$ cat src/rtl/mac_seq.sv
// mac_seq: drives an external byte-wide MAC through a dot-product job and returns the 2*DATA_WIDTH sum.
// Optional feature: define MAC_SEQ_OVF_EN to enable the sticky result_ovf flag.
module mac_seq #(
  parameter int DATA_WIDTH = 8,
  parameter int LEN_WIDTH  = 8
) (
  input  logic                    clk,
  input  logic                    reset,
  input  logic                    start,
  input  logic [LEN_WIDTH-1:0]    length,
  input  logic                    in_valid,
  output logic                    in_ready,
  input  logic [DATA_WIDTH-1:0]   in_a,
  input  logic [DATA_WIDTH-1:0]   in_b,
  output logic [DATA_WIDTH-1:0]   mac_data,
  output logic [3:0]              mac_opcode,
  input  logic [DATA_WIDTH-1:0]   mac_result,
  input  logic                    acc_overflow,
  output logic                    res_valid,
  input  logic                    res_ready,
  output logic [2*DATA_WIDTH-1:0] result,
  output logic                    result_ovf,
  output logic                    busy
);

  localparam logic [3:0] MAC_RESET = 4'h0;
  localparam logic [3:0] MAC_REGA  = 4'h1;
  localparam logic [3:0] MAC_REGB  = 4'h2;
  localparam logic [3:0] MAC_MULT  = 4'h3;
  localparam logic [3:0] MAC_ACC   = 4'h4;
  localparam logic [3:0] MAC_MSW   = 4'h5;
  localparam logic [3:0] MAC_LSW   = 4'h6;
  localparam logic [3:0] MAC_NOP   = 4'hF;

  typedef enum logic [3:0] {
    IDLE, CLR, FETCH, LDA, LDB, MUL, ACC, RDM, RDL, CAPL, DONE
  } state_t;

  state_t                  r_state;
  state_t                  w_next;
  logic [LEN_WIDTH-1:0]    r_len;
  logic [LEN_WIDTH-1:0]    r_rem;
  logic [LEN_WIDTH-1:0]    w_rem_dec;
  logic [DATA_WIDTH-1:0]   r_b;
  logic [DATA_WIDTH-1:0]   r_data;
  logic [3:0]              r_op;
  logic [3:0]              w_op;
  logic                    r_in_ready;
  logic                    r_res_valid;
  logic                    r_busy;
  logic [2*DATA_WIDTH-1:0] r_result;

  assign w_rem_dec = r_rem - LEN_WIDTH'(1);

  // Outputs are registered from the next state so they line up with the state they belong to.
  always_comb begin
    w_next = r_state;
    unique case (r_state)
      IDLE:    if (start) w_next = CLR;
      CLR:     w_next = (r_len != '0) ? FETCH : RDM;
      FETCH:   if (in_valid) w_next = LDA;
      LDA:     w_next = LDB;
      LDB:     w_next = MUL;
      MUL:     w_next = ACC;
      ACC:     w_next = (w_rem_dec != '0) ? FETCH : RDM;
      RDM:     w_next = RDL;
      RDL:     w_next = CAPL;
      CAPL:    w_next = DONE;
      DONE:    if (res_ready) w_next = IDLE;
      default: w_next = IDLE;
    endcase

    w_op = MAC_NOP;
    case (w_next)
      CLR:     w_op = MAC_RESET;
      LDA:     w_op = MAC_REGA;
      LDB:     w_op = MAC_REGB;
      MUL:     w_op = MAC_MULT;
      ACC:     w_op = MAC_ACC;
      RDM:     w_op = MAC_MSW;
      RDL:     w_op = MAC_LSW;
      default: w_op = MAC_NOP;
    endcase
  end

  always_ff @(posedge clk) begin
    if (reset) begin
      r_state     <= IDLE;
      r_len       <= '0;
      r_rem       <= '0;
      r_b         <= '0;
      r_data      <= '0;
      r_op        <= MAC_NOP;
      r_in_ready  <= 1'b0;
      r_res_valid <= 1'b0;
      r_busy      <= 1'b0;
      r_result    <= '0;
    end else begin
      r_state     <= w_next;
      r_op        <= w_op;
      r_in_ready  <= (w_next == FETCH);
      r_res_valid <= (w_next == DONE);
      r_busy      <= (w_next != IDLE);
      // Operand a goes straight to mac_data on the handshake edge; only b needs holding for LDB.
      if (w_next == LDA)      r_data <= in_a;
      else if (w_next == LDB) r_data <= r_b;
      else                    r_data <= '0;

      case (r_state)
        IDLE: if (start) begin
          r_len <= length;
          r_rem <= '0;
        end
        CLR:   r_rem <= r_len;
        FETCH: if (in_valid) r_b <= in_b;
        ACC:   r_rem <= w_rem_dec;
        RDL:   r_result[2*DATA_WIDTH-1:DATA_WIDTH] <= mac_result;
        CAPL:  r_result[DATA_WIDTH-1:0] <= mac_result;
        default: ;
      endcase
    end
  end

`ifdef MAC_SEQ_OVF_EN
  logic r_ovf;
  logic w_ovf_win;

  // The MAC accumulator is stale during CLR, so sampling starts on the cycle after it.
  assign w_ovf_win = (r_state != IDLE) && (r_state != CLR) && (r_state != DONE);

  always_ff @(posedge clk) begin
    if (reset)                         r_ovf <= 1'b0;
    else if (r_state == IDLE && start) r_ovf <= 1'b0;
    else if (w_ovf_win && acc_overflow) r_ovf <= 1'b1;
  end

  assign result_ovf = r_ovf;
`else
  logic w_unused_ovf;
  assign w_unused_ovf = acc_overflow;
  assign result_ovf   = 1'b0;
`endif

  assign in_ready   = r_in_ready;
  assign res_valid  = r_res_valid;
  assign busy       = r_busy;
  assign result     = r_result;
  assign mac_data   = r_data;
  assign mac_opcode = r_op;

endmodule

$ cat config.mk
export PLATFORM = sky130hd
export DESIGN_NAME = mac_seq
export DESIGN_NICKNAME = d
export VERILOG_FILES = /design/src/rtl/mac_seq.sv
export SDC_FILE = /design/constraint.sdc
export NUM_CORES = 1
export LEC_CHECK = 0
export ABC_AREA = 0
export ABC_CLOCK_PERIOD_IN_PS = 4000
export BUFFER_PORTS_ARGS = -buffer_cell sky130_fd_sc_hd__buf_2
export CORE_MARGIN = 3
export CORE_UTILIZATION = 45
export CTS_BUF_LIST = sky130_fd_sc_hd__clkbuf_2
export CTS_CLUSTER_SIZE = 20
export DETAILED_ROUTE_END_ITERATION = 16
export PLACE_DENSITY = 0.8
export SLEW_MARGIN = 20
export SYNTH_ARGS = -nofsm -noshare
export SYNTH_HDL_FRONTEND = slang
export SYNTH_SLANG_ARGS = --single-unit
$ cat constraint.sdc
create_clock -name clk -period 4 [get_ports clk]
set_input_delay 0.4 -clock clk [delete_from_list [all_inputs] [get_ports clk]]
set_output_delay 0.4 -clock clk [all_outputs]
set_load 0.01 [all_outputs]
==> parameters.txt, run 1 <==
Parameter                              Value

Setup path
  Worst stage delay on the critical path ... 490 ps
  CP Max Fanout ... 11
  Capturing element type of the critical path ... register
  WS Path Type ... reg2reg
  Cell breakdown of the critical path ... inv_1 -> ha_1 -> or3b_2 -> o2111a_1 -> a311oi_2 -> o31ai_1
  Worst path top cell family by delay ... compound AO/OA/AOI/OAI gates
  Crit-path slowest cell ... sky130_fd_sc_hd__or3b_2
  WP data arrival ... 2580 ps
  Kind of start point of the critical path ... register
  Endpoint required time on the critical path ... 4360 ps
  Crit path buf inv count ... 1

Power
  Gate power share ... 13.9%
  Flop pwr share ... 55.0%
  Int Pwr ... 824 uW
  Switching part of the total power ... 28.6%
  Leakage power ... 0.00126 uW
  Fraction of power consumed by the clock network ... 31.1%
  Total power divided by cell area ... 386 nW/um^2
  Worst VDD drop ... 0.000209 V
  Final Total Pwr ... 1150 uW
  P_sw ... 330 uW

STA
  Unrepaired setup endpoints after global routing ... no
  Clock skew after layout ... 26.9 ps
  Final-layout setup total negative slack ... 0 ps
  Number of hold-slack violations in the final timing report ... 0
  Worst slew pin tran ... 984 ps
  Max transition margin ... 34.4%
  Share of the clock period used by the worst path after layout ... 55.6%
  F_max ... 450 MHz
  Setup violation total in the final timing report ... 0
  Number of pins with negative max-slew slack in the final report ... 0
  Minimum clock period ... 2220 ps

Logic synthesis
  Proportion of register bits with asynchronous set or reset after synthesis ... 0%
  Number of enable flip-flop cells after synthesis ... 0
  Cell area after synthesis ... 2560 um^2
  Total of flip-flops plus latches after synthesis ... 59
  Sequential cell area fraction in the yosys report ... 46.1%
  Synth Warn # ... 0
  Syn Area/Cell ... 8.69 um^2
  Synthesized instance count ... 295
  Synth Flop Type ... sky130_fd_sc_hd__dfxtp_1
  Synthesized netlist net count ... 335
  Number of distinct library cells after synthesis ... 50

Die
  Ports placed on the boundary ... 70
  Die area ... 6640 um^2
  Placement Rows ... 26
  Initial core utilization ... 48.3%
  Die Span Y ... 81.5 um
  Core area ... 5300 um^2
  Die span in x ... 81.5 um

Layout
  Fillers ... 487
  Commonest cells after routing, fill and taps aside ... sky130_fd_sc_hd__buf_2, sky130_fd_sc_hd__dfxtp_1, sky130_fd_sc_hd__nand2_1
  Most common cell after layout, fill and taps aside ... sky130_fd_sc_hd__buf_2
  Total Nets Final ... 391
  Ant. Diodes ... 0
  Synth-to-layout area growth ... 16.7%
  Layout cells sized above 1 ... 24.7%

Drt
  Detailed-route wire length ... 5830 um
  Routed len/inst ... 13.7 um
  Violation count after the first detailed-routing iteration ... 136
  Count of nets left with antenna violations after detail routing ... 0
  Post-detailed-route DRC marker count ... 0
  Avg Vias per Cell ... 5.31
  Drt pass-1 iters ... 4
  Vias ... 2262

CTS
  Cts bufs inserted ... 9
  Clock-pin slew on the worst setup and hold paths ... 170 ps
  Post-CTS Hold Buffers ... 0
  TritonCTS clock tree ... built
  Clock latency on the worst-skew pair ... 460 ps
  Clock sink count ... 59
  CTS Buffer Depth ... 2
  Post-cts sizing count ... 0
  Cell at the root of the clock tree ... sky130_fd_sc_hd__clkbuf_2
  Number of levels the H-tree was split into ... 3
  Setup bufs post-CTS ... 0

Placed design
  Half-perimeter wire length of the detailed placement result ... 4080 um
  Global placement routability congestion ... 0.898
  Port Buffer Count ... 67

GRT
  Pin count of the biggest net entering global routing ... 57
  Global-route congestion overflow total ... 0
  Wire length of the first global-routing pass ... 9560 um
  Total global-route track usage ... 18.7%
  Vias in the first global route ... 2090
  Number of antenna violations at the first check in global routing ... 0

Job
  Maximum capacitance violations ... 0

Status
  Status ... finished, final reports clean

Hold path
  Class of the worst hold path ... in2reg
[worst reg2reg max path, delay by kind of cell, from the launching register on]
| kind | cells | cell delay [ps] |
|---|---|---|
| flops | 1 | 470 |
| fa+ha+maj | 1 | 340 |
| simple gates | 1 | 490 |
| buf+inv | 1 | 70 |
| compound gates | 3 | 760 |
[metal layers]
layer	global-route usage, %	vias to the layer above	part of all wire, %	routed length (um)
met5	0	-	0	0
met4	8.28	0	1.4	82
met3	6.36	8	6.0	348
met2	27.8	63	47	2730
met1	24.5	1057	46	2670
li1	-	1134	-	-
[power by group through the flow]
stage | Combinational, uW | Clock (uW) | Sequential [uW]
final | 160 | 359 | 635
after global routing | 179 | 396 | 640
after CTS | 159 | 365 | 634
after detailed placement | 158 | 0 | 647
after global placement | 154 | 0 | 647
after floorplan | 115 | 0 | 641
[cell usage after synthesis, drive strengths merged, types with 2 or more instances]
cell type	number	area share, %
a21o	2	0.59
a21oi	28	5.5
a221oi	2	0.68
a22oi	11	3.2
a311oi	2	0.93
a31oi	2	0.49
a32oi	3	1.0
and2	3	0.73
and3	2	0.49
buf	7	2.0
clkbuf	15	2.2
dfxtp	59	46
ha	2	0.98
inv	5	0.73
mux2i	16	6.2
nand2	43	6.3
nand2b	2	0.49
nand3	5	1.5
nand3b	3	0.88
nand4	2	0.49
nor2	39	5.7
nor2b	5	1.2
nor3	2	0.39
nor4	4	1.6
nor4b	2	1.3
o211ai	2	0.59
o21a	2	0.59
o21ai	7	1.4
o31a	2	0.68
or2	2	0.49
xnor2	2	0.68
[per-stage QoR]
step / setup slack, ps / hold WS, ps / std cells / utilization (%) / instance area (um^2)
6_report: 1780 / 151 / 426 / 56.4 / 2990
5_1_grt: 1590 / 75.9 / 426 / 56.4 / 2990
4_1_cts: 1750 / 115 / 426 / 56.3 / 2980
3_5_place_dp: 1790 / 448 / 410 / 54.3 / 2880
3_3_place_gp: 1810 / 441 / 410 / 54.3 / 2880
2_1_floorplan: 1950 / 436 / 295 / - / 2560
[area by class of cell]
type                            count  area, um^2  area share, %
Clock buffer                       10        50.0           1.67
Clock inverter                      6        55.1           1.84
Inverter                            5        18.8          0.628
Multi-Input combinational cell    209        1260           42.2
Sequential cell                    59        1180           39.5
Tap cell                           70        87.6           2.93
Timing Repair Buffer               67         335           11.2
[flip-flops by register name (all words and copies together) (netlist names)]
register    flops
res_valid       1
busy            1
r_rem           8
in_ready        1
result         16
mac_opcode      4
mac_data        8
r_len           8
r_b             8
r_state         4
[final timing paths]
kind                            slack (ps)  depth (start not counted)       endpoint     start
worst max-delay path                  1780                          6  mac_opcode[1]  r_rem[0]
worst min-delay path                   150                          3         r_b[5]   in_b[5]
worst max register to register        1780                          6  mac_opcode[1]  r_rem[0]
worst min register to register         470                          2         r_b[3]    r_b[3]
[cell families after synthesis]
family / count (synthesis) / share of synthesized area [%]
simple gates: 118 / 22.9
compound gates: 69 / 17.7
flops: 59 / 46.1
buf+inv: 27 / 4.88
mux: 16 / 6.25
xor+xnor: 3 / 1.03
fa+ha+maj: 2 / 0.976
other cells: 1 / 0.146
Note: power is estimated with default switching activity, not from simulation.
==> run 2: changes to the inputs <==
--- a/config.mk
+++ b/config.mk
@@ -6,7 +6,7 @@
 export NUM_CORES = 1
 export LEC_CHECK = 0
 export ABC_AREA = 0
-export ABC_CLOCK_PERIOD_IN_PS = 4000
+export ABC_CLOCK_PERIOD_IN_PS = 2200
 export BUFFER_PORTS_ARGS = -buffer_cell sky130_fd_sc_hd__buf_2
 export CORE_MARGIN = 3
 export CORE_UTILIZATION = 45
==> constraint.sdc (replaced) <==
create_clock -name clk -period 2.2 [get_ports clk]
set_input_delay 0.22 -clock clk [delete_from_list [all_inputs] [get_ports clk]]
set_output_delay 0.22 -clock clk [all_outputs]
set_load 0.01 [all_outputs]
==> run 2 against run 1 <==
  * Largest power group unchanged
  * Non-clock buffer count grew 40
  * Combinational power grew 130%
  * Clock skew fell by 4.9 ps
  * Count of clock-buffer cells in the layout is 1 higher
  * Largest cell class unchanged
  * Utilization is 7.5 points higher
  * Critical path depth did not move
  * Final area up 13%
  * Worst hold slack improved by 140 ps
  * Final cell count is 9.6% higher
  * Global-route usage rose by 3.1 points
==> parameters.txt, run 2 (synthesis gave the netlist of run 1 again) <==
Parameter                              Value

Status
  Status ... finished, final reports clean (unchanged)

Power
  Flop pwr share ... 52.8% (was 55.0%)
  Switching part of the total power ... 28.3% (was 28.6%)
  Total power divided by cell area ... 642 nW/um^2 (was 386 nW/um^2)
  Int Pwr ... 1560 uW (was 824 uW)
  Fraction of power consumed by the clock network ... 30.3% (was 31.1%)
  Gate power share ... 16.9% (was 13.9%)
  Final Total Pwr ... 2170 uW (was 1150 uW)
  Leakage power ... 0.00145 uW (was 0.00126 uW)
  P_sw ... 615 uW (was 330 uW)
  Worst VDD drop ... 0.000348 V (was 0.000209 V)

GRT
  Total global-route track usage ... 21.8% (was 18.7%)
  Global Route met1 Usage ... 25.5% (was 24.5%)
  Wire length of the first global-routing pass ... 11100 um (was 9560 um)
  Met2 routing resource usage after global routing ... 37.4% (was 27.8%)
  Global-route congestion overflow total ... 0 (unchanged)
  Vias in the first global route ... 2372 (was 2090)
  Met3 Use GR ... 4.93% (was 6.36%)
  Most heavily used metal layer in global routing ... met2 (unchanged)
  Number of antenna violations at the first check in global routing ... 0 (unchanged)
  Pin count of the biggest net entering global routing ... 41 (was 57)

STA
  Number of pins with negative max-slew slack in the final report ... 0 (unchanged)
  Share of the clock period used by the worst path after layout ... 95.0% (was 55.6%)
  Number of hold-slack violations in the final timing report ... 0 (unchanged)
  Setup violation total in the final timing report ... 0 (unchanged)
  Max transition margin ... 52.7% (was 34.4%)
  F_max ... 479 MHz (was 450 MHz)
  Minimum clock period ... 2090 ps (was 2220 ps)
  Worst slew pin tran ... 710 ps (was 984 ps)
  Clock skew after layout ... 22.0 ps (was 26.9 ps)
  Worst Setup Slack, final ... 111 ps (was 1780 ps)
  Final hold slack ... 287 ps (was 151 ps)
  Final-layout setup total negative slack ... 0 ps (unchanged)
  Unrepaired setup endpoints after global routing ... no (unchanged)

Job
  Maximum capacitance violations ... 0 (unchanged)

Hold path
  Class of the worst hold path ... in2reg (unchanged)
  Origin of the worst min-delay path ... in_valid (was in_b[5])

Placed design
  Placed instance area ... 2940 um^2 (was 2880 um^2)
  Dpl ws ... 76.5 ps (was 1790 ps)
  Half-perimeter wire length of the detailed placement result ... 4260 um (was 4080 um)
  Global placement routability congestion ... 0.853 (was 0.898)
  Port Buffer Count ... 67 (unchanged)

Layout
  Number of flip-flops in the largest register ... 16 (unchanged)
  Total area of multi-input combinational cells ... 1270 um^2 (was 1260 um^2)
  Layout cells sized above 1 ... 25.0% (was 24.7%)
  Most common cell after layout, fill and taps aside ... sky130_fd_sc_hd__buf_2 (unchanged)
  Total Nets Final ... 431 (was 391)
  Fillers ... 432 (was 487)
  Combined flip-flop and latch cell area ... 1190 um^2 (was 1180 um^2)
  Synth-to-layout area growth ... 32.1% (was 16.7%)
  Commonest cells after routing, fill and taps aside ... sky130_fd_sc_hd__buf_2, sky130_fd_sc_hd__dfxtp_1, sky130_fd_sc_hd__nand2_1 (unchanged)
  Area of all placed cells without fillers ... 3390 um^2 (was 2990 um^2)

Die
  Core area ... 5300 um^2 (unchanged)
  Die Span Y ... 81.5 um (unchanged)
  Die area ... 6640 um^2 (unchanged)
  Initial core utilization ... 48.3% (unchanged)
  Ports placed on the boundary ... 70 (unchanged)
  Die span in x ... 81.5 um (unchanged)
  Placement Rows ... 26 (unchanged)

Setup path
  Worst setup path start ... r_rem[1] (was r_rem[0])
  Endpoint required time on the critical path ... 2520 ps (was 4360 ps)
  WS Path Type ... reg2reg (unchanged)
  WP data arrival ... 2410 ps (was 2580 ps)
  CP Max Fanout ... 6 (was 11)
  Reg2Reg Launch Point ... r_rem[1] (was r_rem[0])
  Kind of start point of the critical path ... register (unchanged)
  Capturing element type of the critical path ... register (unchanged)

CTS
  Clock sink count ... 59 (unchanged)
  TritonCTS clock tree ... built (unchanged)
  Cell at the root of the clock tree ... sky130_fd_sc_hd__clkbuf_2 (unchanged)
  Clock latency on the worst-skew pair ... 440 ps (was 460 ps)
  Number of levels the H-tree was split into ... 3 (unchanged)
  Cts bufs inserted ... 9 (unchanged)
  CTS Buffer Depth ... 2 (unchanged)
  Setup bufs post-CTS ... 0 (unchanged)
  Clock-pin slew on the worst setup and hold paths ... 160 ps (was 170 ps)

Drt
  Count of nets left with antenna violations after detail routing ... 0 (unchanged)
  Violation count after the first detailed-routing iteration ... 173 (was 136)
  Post-detailed-route DRC marker count ... 0 (unchanged)
  Avg Vias per Cell ... 5.22 (was 5.31)
  Drt pass-1 iters ... 4 (unchanged)
  Detailed-route wire length ... 6840 um (was 5830 um)
  Vias ... 2439 (was 2262)
  Routed len/inst ... 14.6 um (was 13.7 um)
## run 2: changes by cell type in the layout (fill, tap and decap cells not counted), moves of 2 or more
cell,delta
sky130_fd_sc_hd__dlygate4sd3_1,+32
sky130_fd_sc_hd__clkinv_1,-2
sky130_fd_sc_hd__dfxtp_1,-2
sky130_fd_sc_hd__a311oi_2,-2
sky130_fd_sc_hd__buf_4,+8
## run 2: stage by stage
| stage | instances | utilization, % |
|---|---|---|
| global route | 466 | 63.8 |
| CTS | 466 | 63.5 |
| floorplan | 295 | - |
| global placement | 418 | 55.4 |
| finish | 467 | 63.9 |
| detailed placement | 418 | 55.4 |
## run 2: power by group through the flow
| stage | clock network, uW | registers (uW) | logic, uW |
|---|---|---|---|
| 6_report | 658 | 1150 | 368 |
| 3_5_place_dp | 0 | 1170 | 315 |
| 3_3_place_gp | 0 | 1170 | 307 |
| 4_1_cts | 680 | 1150 | 360 |
| 5_1_grt | 729 | 1150 | 404 |
| 2_1_floorplan | 0 | 1170 | 209 |
## run 2: worst max-delay path, cell delays in order, from the launching register on
cell and delay, ps:
sky130_fd_sc_hd__dfxtp_2 410, sky130_fd_sc_hd__inv_1 70, sky130_fd_sc_hd__ha_1 260, sky130_fd_sc_hd__or3b_2 460
sky130_fd_sc_hd__o2111a_1 270, sky130_fd_sc_hd__a311oi_4 380, sky130_fd_sc_hd__o31ai_1 140
## run 2: routing by layer
metal | part of all wire (%) | wire (um) | vias to the layer above
met1 | 41 | 2790 | 1130
li1 | - | - | 1223
met2 | 51 | 3490 | 76
met4 | 1.9 | 131 | 0
met3 | 6.2 | 421 | 10
met5 | 0 | 0 | -
## run 2: layout make-up
class,count,area share [%]
sequential,59,35.0
antenna,1,0.0739
clock buffer,11,1.63
tap,70,2.59
multi-input combinational,209,37.4
timing repair buffer,107,21.1
inverter,5,0.554
clock inverter,5,1.55
## run 2: worst paths after layout
| check | endpoint | slack (ps) | depth (start not counted) |
|---|---|---|---|
| worst min-delay path | mac_opcode[0] | 290 | 4 |
| worst min register to register | result[9] | 470 | 2 |
| worst max-delay path | mac_opcode[1] | 110 | 6 |
| worst max register to register | mac_opcode[1] | 110 | 6 |
## run 2: repair_timing
| action | 4_1_cts | 5_1_grt |
|---|---|---|
| hold buffers | 32 | 0 |
| setup endpoints to repair | 0 | 5 |
| endpoints found under the hold margin | 39 | 0 |
| resized for setup | 0 | 4 |
==> run 3: changes to the inputs <==
--- a/config.mk
+++ b/config.mk
@@ -7,12 +7,13 @@
 export LEC_CHECK = 0
 export ABC_AREA = 0
 export ABC_CLOCK_PERIOD_IN_PS = 2200
-export BUFFER_PORTS_ARGS = -buffer_cell sky130_fd_sc_hd__buf_2
+export BUFFER_PORTS_ARGS = -buffer_cell sky130_fd_sc_hd__buf_4
 export CORE_MARGIN = 3
 export CORE_UTILIZATION = 45
 export CTS_BUF_LIST = sky130_fd_sc_hd__clkbuf_2
 export CTS_CLUSTER_SIZE = 20
 export DETAILED_ROUTE_END_ITERATION = 16
+export MAX_ROUTING_LAYER = met4
 export PLACE_DENSITY = 0.8
 export SLEW_MARGIN = 20
 export SYNTH_ARGS = -nofsm -noshare
==> run 3 against run 2 <==
  * Fmax increased by 3.0%
  * Final cell count decreased by 0.21%
  * Critical path depth increased by 2
  * Die area unchanged
  * Count of clock-buffer cells in the layout decreased by 1
  * Combinational power increased by 9.0%
  * Critical path type unchanged
  * Non-clock buffer count unchanged
  * Utilization increased by 3.0 points
  * Setup slack improved by 60 ps
  * Power increased by 1.3%
  * Via count increased by 1.4%
==> parameters.txt, run 3 (synthesis gave the netlist of run 1 again) <==
Parameter                              Value

Layout
  Layout cells sized above 1 ... 24.2% (was 25.0%)
  Number of flip-flops in the largest register ... 16 (unchanged)
  Total Nets Final ... 431 (unchanged)
  Commonest cells after routing, fill and taps aside ... sky130_fd_sc_hd__buf_4, sky130_fd_sc_hd__dfxtp_1, sky130_fd_sc_hd__nand2_1 (was sky130_fd_sc_hd__buf_2, sky130_fd_sc_hd__dfxtp_1, sky130_fd_sc_hd__nand2_1)
  Most common cell after layout, fill and taps aside ... sky130_fd_sc_hd__buf_4 (was sky130_fd_sc_hd__buf_2)
  Synth-to-layout area growth ... 38.3% (was 32.1%)
  Ant. Diodes ... 0 (was 1)

GRT
  Global-route congestion overflow total ... 0 (unchanged)
  Number of antenna violations at the first check in global routing ... 0 (unchanged)
  Vias in the first global route ... 2300 (was 2372)
  Pin count of the biggest net entering global routing ... 57 (was 41)
  Total global-route track usage ... 21.8% (about the same)
  Wire length of the first global-routing pass ... 10700 um (was 11100 um)

Setup path
  Capturing point of the worst reg2reg path ... mac_opcode[1] (unchanged)
  Endpoint required time on the critical path ... 2560 ps (was 2520 ps)
  Cell breakdown of the critical path ... inv_1 -> ha_1 -> buf_4 -> xnor2_1 -> nand3_1 -> o31a_1 -> a311oi_4 -> o31ai_1 (was inv_1 -> ha_1 -> or3b_2 -> o2111a_1 -> a311oi_4 -> o31ai_1)
  Reg2Reg Launch Point ... r_rem[1] (unchanged)
  WS Path Type ... reg2reg (unchanged)
  Depth of the worst register-to-register path ... 8 (was 6)
  Worst stage delay on the critical path ... 430 ps (was 460 ps)
  CP Max Fanout ... 9 (was 6)
  Kind of start point of the critical path ... register (unchanged)
  Reg-to-reg slack, setup ... 170 ps (was 110 ps)
  Crit-path slowest cell ... sky130_fd_sc_hd__dfxtp_1 (was sky130_fd_sc_hd__or3b_2)
  WP data arrival ... 2390 ps (was 2410 ps)
  Capturing element type of the critical path ... register (unchanged)

Power
  Gate power share ... 18.2% (was 16.9%)
  P_sw ... 622 uW (was 615 uW)
  Flop pwr share ... 52.3% (was 52.8%)
  Leakage power ... 0.00148 uW (was 0.00145 uW)
  Worst VDD drop ... 0.000368 V (was 0.000348 V)
  Total power divided by cell area ... 621 nW/um^2 (was 642 nW/um^2)
  Switching part of the total power ... 28.3% (about the same)
  Int Pwr ... 1580 uW (was 1560 uW)
  Final Total Pwr ... 2200 uW (was 2170 uW)
  Fraction of power consumed by the clock network ... 29.5% (was 30.3%)

Status
  Status ... finished, final reports clean (unchanged)

Die
  Placement Rows ... 26 (unchanged)
  Die span in x ... 81.5 um (unchanged)
  Die area ... 6640 um^2 (unchanged)
  Initial core utilization ... 48.3% (unchanged)
  Ports placed on the boundary ... 70 (unchanged)
  Core area ... 5300 um^2 (unchanged)
  Die Span Y ... 81.5 um (unchanged)

CTS
  Clock latency on the worst-skew pair ... 470 ps (was 440 ps)
  Clock-pin slew on the worst setup and hold paths ... 170 ps (was 160 ps)
  Cts bufs inserted ... 9 (unchanged)
  Cell at the root of the clock tree ... sky130_fd_sc_hd__clkbuf_2 (unchanged)
  Clock sink count ... 59 (unchanged)
  Number of levels the H-tree was split into ... 3 (unchanged)
  CTS Buffer Depth ... 2 (unchanged)
  TritonCTS clock tree ... built (unchanged)

STA
  Final-layout setup total negative slack ... 0 ps (unchanged)
  Number of hold-slack violations in the final timing report ... 0 (unchanged)
  Worst slew pin tran ... 574 ps (was 710 ps)
  Setup violation total in the final timing report ... 0 (unchanged)
  Number of pins with negative max-slew slack in the final report ... 0 (unchanged)
  Share of the clock period used by the worst path after layout ... 92.2% (was 95.0%)
  Clock skew after layout ... 31.8 ps (was 22.0 ps)
  Minimum clock period ... 2030 ps (was 2090 ps)
  F_max ... 493 MHz (was 479 MHz)
  Final hold slack ... 205 ps (was 287 ps)
  Unrepaired setup endpoints after global routing ... no (unchanged)
  Worst Setup Slack, final ... 171 ps (was 111 ps)
  Max transition margin ... 61.4% (was 52.7%)

Hold path
  Cell count of the worst hold path ... 2 (was 4)
  Class of the worst hold path ... in2reg (unchanged)
  Worst Hold End ... r_len[7] (was mac_opcode[0])
  Origin of the worst min-delay path ... reset (was in_valid)

Placed design
  Half-perimeter wire length of the detailed placement result ... 4300 um (was 4260 um)
  Dpl ws ... 116 ps (was 76.5 ps)
  Port Buffer Count ... 67 (unchanged)
  Global placement routability congestion ... 0.921 (was 0.853)

Drt
  Vias ... 2472 (was 2439)
  Detailed-route wire length ... 6810 um (was 6840 um)
  Count of nets left with antenna violations after detail routing ... 0 (unchanged)
  Post-detailed-route DRC marker count ... 0 (unchanged)
  Avg Vias per Cell ... 5.30 (was 5.22)
  Routed len/inst ... 14.6 um (about the same)
  Violation count after the first detailed-routing iteration ... 147 (was 173)
  Drt pass-1 iters ... 4 (unchanged)

Job
  Maximum capacitance violations ... 0 (unchanged)
==> run 3: layer usage <==
layer  global-route usage (%)  part of all wire (%)  up-vias
met5                        -                     0        -
met4                     9.63                   1.4        0
met3                     4.61                   5.9       11
met2                     34.9                    50       88
met1                     26.6                    42     1154
li1                         -                     -     1219
==> run 3: critical path: cells and delay by family (launching register included) <==
family | cells | cell delay, ps
xor gates and xnor gates | 1 | 130
AOI/OAI and AO/OA | 3 | 820
and+or+nand+nor | 1 | 90
adders and majority gates | 1 | 220
buffers and inverters | 2 | 260
DFF | 1 | 430
==> run 3: worst max path at each step <==
stage,depth (start not counted),startpoint,end
global placement,8,r_rem[0],mac_opcode[1]
CTS,8,r_rem[0],mac_opcode[1]
floorplan,7,r_rem[0],mac_opcode[1]
finish,8,r_rem[1],mac_opcode[1]
detailed placement,8,r_rem[0],mac_opcode[1]
global route,8,r_rem[1],mac_opcode[1]
==> run 3: area by class of cell <==
class / count / area, um^2
clock inverters: 6 / 55.1
inverters: 5 / 18.8
fillers: 424 / 1760
clock buffers: 10 / 50.0
flip-flops and latches: 59 / 1180
repair buffers: 107 / 883
multi-input cells: 209 / 1270
well taps: 70 / 87.6
==> run 3: timing repair <==
item,4_1_cts,5_1_grt
buffers inserted,0,0
gates resized for setup,0,2
endpoints found under the setup margin,0,5
hold buffers,32,0
endpoints found under the hold margin,39,0
==> run 3: through the flow <==
stage / utilization, % / instance area (um^2) / instances
detailed placement: 58.6 / 3110 / 418
floorplan: - / 2560 / 295
global route: 66.8 / 3540 / 466
finish: 66.8 / 3540 / 466
CTS: 66.6 / 3530 / 466
global placement: 58.6 / 3110 / 418
==> run 3: power groups by stage <==
| stage | sequential, uW | clock, uW | combinational (uW) |
|---|---|---|---|
| 6_report | 1150 | 650 | 401 |
| 4_1_cts | 1150 | 661 | 392 |
| 2_1_floorplan | 1170 | 0 | 209 |
| 3_3_place_gp | 1170 | 0 | 340 |
| 5_1_grt | 1160 | 715 | 438 |
| 3_5_place_dp | 1170 | 0 | 346 |
